`config.mk`:
```
export PLATFORM = sky130hd
export DESIGN_NAME = fifo_async_core
export DESIGN_NICKNAME = d
export VERILOG_FILES = /design/src/rtl/fifo_pkg.sv /design/src/rtl/sync_2ff.sv /design/src/rtl/fifo_async_core.sv
export SDC_FILE = /design/constraint.sdc
export NUM_CORES = 1
export LEC_CHECK = 0
export CAP_MARGIN = 20
export CORE_UTILIZATION = 45
export CTS_BUF_LIST = sky130_fd_sc_hd__clkbuf_4
export DETAILED_ROUTE_END_ITERATION = 12
export PLACE_DENSITY_LB_ADDON = 0.12
export SYNTH_ARGS = -nofsm -noshare
export SYNTH_HDL_FRONTEND = slang
export SYNTH_SLANG_ARGS = --single-unit
```
`constraint.sdc`:
```
create_clock -name clk -period 2.45 [get_ports clk]
set_input_delay 0.49 -clock clk [delete_from_list [all_inputs] [get_ports clk]]
set_output_delay 0.49 -clock clk [all_outputs]
set_load 0.02 [all_outputs]
```
`src/rtl/fifo_pkg.sv`:
```
// ============================================================================
// Module : fifo_pkg
// Brief  : Default widths and Gray-code helper shared by the FIFO core.
// Rev    : 1.0 - initial release
// ============================================================================
`default_nettype none

package fifo_pkg;
    localparam int DATA_WIDTH = 8;
    localparam int ADDR_WIDTH = 4;

    // Callers truncate the result to their pointer width.
    function automatic logic [31:0] bin2gray(input logic [31:0] i_bin);
        return i_bin ^ (i_bin >> 1);
    endfunction
endpackage

`default_nettype wire

```
`src/rtl/sync_2ff.sv`:
```
// ============================================================================
// Module : sync_2ff
// Brief  : Two-stage flop chain with synchronous reset for pointer crossing.
// Rev    : 1.0 - initial release
// ============================================================================
`default_nettype none

module sync_2ff #(
    parameter int WIDTH = 5
) (
    input  logic             clk,
    input  logic             rst,
    input  logic [WIDTH-1:0] i_d,
    output logic [WIDTH-1:0] o_q
);
    logic [WIDTH-1:0] r_meta;
    logic [WIDTH-1:0] r_sync;

    always_ff @(posedge clk) begin
        if (rst) begin
            r_meta <= '0;
            r_sync <= '0;
        end else begin
            r_meta <= i_d;
            r_sync <= r_meta;
        end
    end

    assign o_q = r_sync;
endmodule

`default_nettype wire

```
`src/rtl/fifo_async_core.sv`:
```
// ============================================================================
// Module : fifo_async_core
// Brief  : Single-clock FIFO using Gray pointers and 2-flop synchronizers.
// Rev    : 1.0 - initial release
// ============================================================================
`default_nettype none

module fifo_async_core
    import fifo_pkg::*;
#(
    parameter int DATA_WIDTH = fifo_pkg::DATA_WIDTH,
    parameter int ADDR_WIDTH = fifo_pkg::ADDR_WIDTH
) (
    input  logic                  clk,
    input  logic                  rst,
    input  logic                  wr_en,
    input  logic [DATA_WIDTH-1:0] wr_data,
    output logic                  full,
    input  logic                  rd_en,
    output logic [DATA_WIDTH-1:0] rd_data,
    output logic                  empty
);
    localparam int c_DEPTH = 1 << ADDR_WIDTH;

    logic [DATA_WIDTH-1:0] r_mem [c_DEPTH];

    logic [ADDR_WIDTH:0]   r_wr_bin;
    logic [ADDR_WIDTH:0]   r_wr_gray;
    logic [ADDR_WIDTH:0]   r_rd_bin;
    logic [ADDR_WIDTH:0]   r_rd_gray;
    logic [ADDR_WIDTH:0]   w_wq2_wr_gray;
    logic [ADDR_WIDTH:0]   w_rq2_rd_gray;
    logic [ADDR_WIDTH:0]   w_wr_bin_next;
    logic [ADDR_WIDTH:0]   w_rd_bin_next;
    logic [ADDR_WIDTH:0]   w_wr_gray_next;
    logic [ADDR_WIDTH:0]   w_rd_gray_next;
    logic [DATA_WIDTH-1:0] r_rd_data;
    logic                  w_wr_acc;
    logic                  w_rd_acc;

    assign w_wr_acc       = wr_en && !full;
    assign w_rd_acc       = rd_en && !empty;
    assign w_wr_bin_next  = r_wr_bin + 1'b1;
    assign w_rd_bin_next  = r_rd_bin + 1'b1;
    assign w_wr_gray_next = (ADDR_WIDTH+1)'(bin2gray(32'(w_wr_bin_next)));
    assign w_rd_gray_next = (ADDR_WIDTH+1)'(bin2gray(32'(w_rd_bin_next)));

    // Storage has no reset; only the pointers define what is valid.
    always_ff @(posedge clk) begin
        if (!rst && w_wr_acc) begin
            r_mem[r_wr_bin[ADDR_WIDTH-1:0]] <= wr_data;
        end
    end

    always_ff @(posedge clk) begin
        if (rst) begin
            r_wr_bin  <= '0;
            r_wr_gray <= '0;
        end else if (w_wr_acc) begin
            r_wr_bin  <= w_wr_bin_next;
            r_wr_gray <= w_wr_gray_next;
        end
    end

    always_ff @(posedge clk) begin
        if (rst) begin
            r_rd_bin  <= '0;
            r_rd_gray <= '0;
            r_rd_data <= '0;
        end else if (w_rd_acc) begin
            r_rd_bin  <= w_rd_bin_next;
            r_rd_gray <= w_rd_gray_next;
            r_rd_data <= r_mem[r_rd_bin[ADDR_WIDTH-1:0]];
        end
    end

    sync_2ff #(.WIDTH(ADDR_WIDTH+1)) u_sync_wr (
        .clk (clk),
        .rst (rst),
        .i_d (r_wr_gray),
        .o_q (w_wq2_wr_gray)
    );

    sync_2ff #(.WIDTH(ADDR_WIDTH+1)) u_sync_rd (
        .clk (clk),
        .rst (rst),
        .i_d (r_rd_gray),
        .o_q (w_rq2_rd_gray)
    );

    // In Gray code a full lap differs from the read pointer in the top two bits.
    assign empty   = (r_rd_gray == w_wq2_wr_gray);
    assign full    = (r_wr_gray == {~w_rq2_rd_gray[ADDR_WIDTH:ADDR_WIDTH-1],
                                     w_rq2_rd_gray[ADDR_WIDTH-2:0]});
    assign rd_data = r_rd_data;
endmodule

`default_nettype wire

```
### After elaboration in Yosys (flattened, before gate mapping)

Memories as Yosys holds them, arrays and structs flattened. A register that Yosys moved wholly into a read port is not among the register bits.
Index checks and enable logic that the tools add are counted.
Widths: inputs -> output; s select.

| cells by class | value |
|---|---|
| $add $sub $neg | 2 |
| equal/unequal tests | 2 |
| mux-type cells | 2 |
| bitwise operators | 3 |
| reductions and logical operators | 6 |

Operators by type and width:

| cell | number |
|---|---|
| $add 5x1->5 const B | 2 |
| $eq 5x5->1 | 2 |
| $xor 5x4->5 | 2 |
| $logic_and 1x1->1 | 3 |
| $logic_not 1->1 | 3 |
| $mux 1 | 2 |
| $not 2->2 | 1 |

| storage, ports and cells | value |
|---|---|
| flip-flop bits (word level) | 40 |
| bits in writable memories | 128 |
| input bits | 12 |
| word-level logic and storage cells | 24 |
| memories kept | 1 |

Memory list:

| memory | words | width | read ports | clocked after memory_dff | wr ports | RTL line | RTL |
|---|---|---|---|---|---|---|---|
| r_mem | 16 | 8 | 1 | 1 | 1 | fifo_async_core.sv:25 | `logic [DATA_WIDTH-1:0] r_mem [c_DEPTH];` |

### Longest topological paths before layout

| logic depth | value |
|---|---|
| depth after elaboration | 7 |
| depth in mapped cells | 7 |

### Hierarchy

Synthesis repeated with hierarchy kept, for this count alone.

| unflattened totals | value |
|---|---|
| cell total of the unflattened synthesis | 414 |
| area, all modules | 6,922.9 µm² |

By module, submodules not included:

| module | times used | cells an instance | area an instance (µm²) | sequential area each (µm²) |
|---|---|---|---|---|
| fifo_async_core | 1 | 374 | 6,397.4 | 4,364.2 |
| sync_2ff | 2 | 20 | 262.8 | 200.2 |

### Least setup slack after synthesis

OpenSTA, ideal clock, no wires.

| path | value |
|---|---|
| path type | flip-flop to flip-flop |
| start | reg, netlist name r_wr_bin[4] |
| end | mem r_mem[1][0], enable pin |
| arrival time | 1.753 ns |
| data required time | 2.055 ns |
| slack | 0.302 ns |
| stages on the path, launching flop included | 6 |
| buffers on the path | 1 |
| period minus slack after synthesis | 2.148 ns |
| cells stage by stage | dfxtp_1 > xor2_1 > nand3_1 > o21ai_2 > buf_6 > nor4_1 |

RTL lines:

| what | RTL line |
|---|---|
| end: declaration | fifo_async_core.sv:25 |

==> impl_metrics.yaml <==
status:
  status: "complete, no violations"
pwr:
  p_sw_w: 0.00158
  p_comb_share_pct: 16.4
  power_w: 0.00623
  power.density_mw_per_mm2: 802
  p_seq_share_pct: 53.2
  clkPwrFrac_pct: 30.4
  leakage_nw: 2.58
  worst_ir_drop_vdd_v: 0.000341
  p_int_w: 0.00465
  switching_share_pct: 25.4
worst_setup_path:
  cp_cell_sequence: "xor2_1 > nand3_1 > nor2_1 > dlygate4sd2_1"
  slowest_stage: "dfxtp_1"
  cp.arrival_ns: 1.79
  cp_slowest_stage_delay_ns: 0.41
  critPathLaunch: "r_wr_bin[4]"
  path_class: "register to output port"
  cp-end-kind: "output port"
  r2r-end: "r_mem[13][7]"
  r2r-start: "r_wr_bin[4]"
  endpoint: "full"
  cp_num_buf_inv: 1
  cp_max_fo: 4
  path_delay_family: "flip-flops"
  cp_num_cells: 4
  critPathLaunchType: "register"
  cp_data_required_time_ns: 1.96
  r2r_cells: 5
  ff2ff_setup_slack_ns: 0.27
synth:
  syn_avg_cell_area_sq_um: 16.6
  syn_inst: 416
  yosysTopAreaCell: "edfxtp_1"
  synth.distinct_cells: 38
  synth.area.top_cells: "edfxtp_1 (56%), dfxtp_1 (13%), mux4_1 (8.0%)"
  synth_seq_cells: 174
  synth_common_cells: "edfxtp_1 (128), dfxtp_1 (46), mux4_1 (21), nand2_1 (21), nor2b_1 (21)"
  async_flop_share_pct: 0
  syn_nets: 433
  ys.flop_type: "edfxtp_1"
  synth-edff-count: 128
  synth_top_area_share_pct: 55.5
  synth.most_common_cell: "edfxtp_1"
  seq_area_frac_synth_pct: 68.8
  syn_area_sq_mm: 0.00692
  yosysWarnings: 0
finish:
  nFillCells: 1225
  final-seq-area_sq_mm: 0.00477
  multi_input_area_sq_mm: 0.00199
  drive_gt1_share_pct: 14.7
  synthToLayoutAreaGrowth_pct: 12.3
  finalNetCount: 472
global_routing:
  grt_pass1_wl_microns: 21100
  grt_max_degree: 48
  antenna_found_initial: 1
  grt_pass1_vias: 3561
  overflow: 0
  grtUsageTotal_pct: 18.5
routing:
  vias: 3617
  drtPass1Iterations: 4
  wl_microns: 13600
  drtIter0Drc: 273
  drc_errors: 0
  via_per_inst: 5.54
  wire_per_inst_microns: 20.8
  ant_nets: 0
die:
  fp.dieW_microns: 126
  pin_count: 22
  start_util_pct: 46.9
  core_area_sq_mm: 0.0148
  rows: 44
  die_area_sq_mm: 0.0159
  die_h_microns: 126
placed_design:
  pre_cts_ws_ns: 0.270
  finalWeightedCongestion: 0.783
  dp_hpwl_microns: 8640
  port_buffers: 21
flow_run:
  maxCapViolCount: 0
sta:
  fin_skew_ns: 0.0217
  finalSetupViolCount: 0
  tns_ns: 0
  max_freq_mhz: 438
  worst_slew_pin_slew_ns: 0.956
  final_hold_viol_count: 0
  post-route-min-period_ns: 2.28
  drv_slew: 0
  fin_ws_ns: 0.169
  min_period_over_period_pct: 93.1
  relSlewSlack_pct: 36.3
  holdWs_ns: 0.442
  rsz0062_at_grt: "false"
min_path:
  hold_path.class: "register to register"
clock_network:
  cts_setup_buffers: 0
  cts_tree: "built"
  root_buffer: "clkbuf_4"
  holdBufCountCts: 0
  cts.path.max_buffers: 2
  cts_sinks: 174
  cts-htree-levels: 4
  clk-insertion-delay-late_ns: 0.57
  cts-buffers-inserted: 17
  cts_resized: 2
  clk_pin_slew_ns: 0.14
==> through the flow <==
step           util [%]  instance area (sq um)  std cells
2_1_floorplan         -                   6920        416
3_3_place_gp       50.3                   7420        620
3_5_place_dp       50.3                   7420        620
4_1_cts            52.7                   7770        652
5_1_grt            52.7                   7770        653
6_report           52.7                   7770        653
==> layout make-up <==
cell class / count / share of cell area [%]
flip-flops and latches: 174 / 61.3
clock inverters: 15 / 2.83
well taps: 184 / 2.96
repair buffers: 44 / 5.38
clock buffers: 17 / 1.64
diodes: 1 / 0.0322
multi-input cells: 213 / 25.6
inverters: 5 / 0.241
==> power by group through the flow <==
stage	combinational [W]	sequential (W)	clock, W
finish	0.00102	0.00332	0.00189
detailed placement	0.00104	0.00339	0
floorplan	0.000749	0.00339	0
CTS	0.00104	0.00332	0.00194
global placement	0.00103	0.00338	0
global route	0.00110	0.00333	0.00206
==> metal layers <==
| metal | part of all wire (%) | vias up | global-route usage [%] | wire length, microns |
|---|---|---|---|---|
| li1 | - | 1687 | - | - |
| met1 | 47 | 1839 | 26.9 | 6450 |
| met2 | 47 | 77 | 27.7 | 6430 |
| met3 | 3.8 | 14 | 3.78 | 523 |
| met4 | 1.6 | 0 | 6.80 | 217 |
| met5 | 0 | - | 0 | 0 |
==> worst min-delay path by stage <==
| stage | start | endpoint | slack (ns) | cells past startpoint |
|---|---|---|---|---|
| 2_1_floorplan | u_sync_rd.r_meta[0] | u_sync_rd.o_q[0] | 0.41 | 1 |
| 3_3_place_gp | u_sync_rd.r_meta[2] | u_sync_rd.o_q[2] | 0.42 | 1 |
| 3_5_place_dp | u_sync_wr.r_meta[2] | u_sync_wr.o_q[2] | 0.42 | 1 |
| 4_1_cts | u_sync_wr.r_meta[2] | u_sync_wr.o_q[2] | 0.45 | 1 |
| 5_1_grt | u_sync_wr.r_meta[3] | u_sync_wr.o_q[3] | 0.46 | 1 |
| 6_report | u_sync_wr.r_meta[2] | u_sync_wr.o_q[2] | 0.44 | 1 |
==> logic make-up after synthesis <==
family	synth area share [%]
compound gates	4.74
xor+xnor	3.42
fa+ha+maj	0.904
buf+inv	2.59
flops	68.8
mux	12.7
simple gates	6.80
==> flip-flops by register name (all words and copies together), names as in the netlist <==
register          flops
r_wr_gray             4
rd_data               8
r_rd_bin              5
u_sync_rd.r_meta      5
u_sync_wr.o_q         5
u_sync_rd.o_q         5
r_mem               128
r_wr_bin              5
u_sync_wr.r_meta      5
r_rd_gray             4
==> cells in the final DEF, fill, tap and decap left out, drive strengths merged, types with 5 or more instances in the layout <==
cell           instances
edfxtp               128
dfxtp                 46
mux4                  32
buf                   23
nand2                 21
nor2b                 21
nor2                  19
clkdlybuf4s50         19
xnor2                 18
clkbuf                17
a22oi                 16
nor3                  13
a21oi                 10
xor2                   9
mux2i                  8
a21o                   8
nand2b                 6
clkinv                 6
inv                    5
ha                     5
bufinv                 5
o21ai                  5
Power figures use the tool's default switching activity.
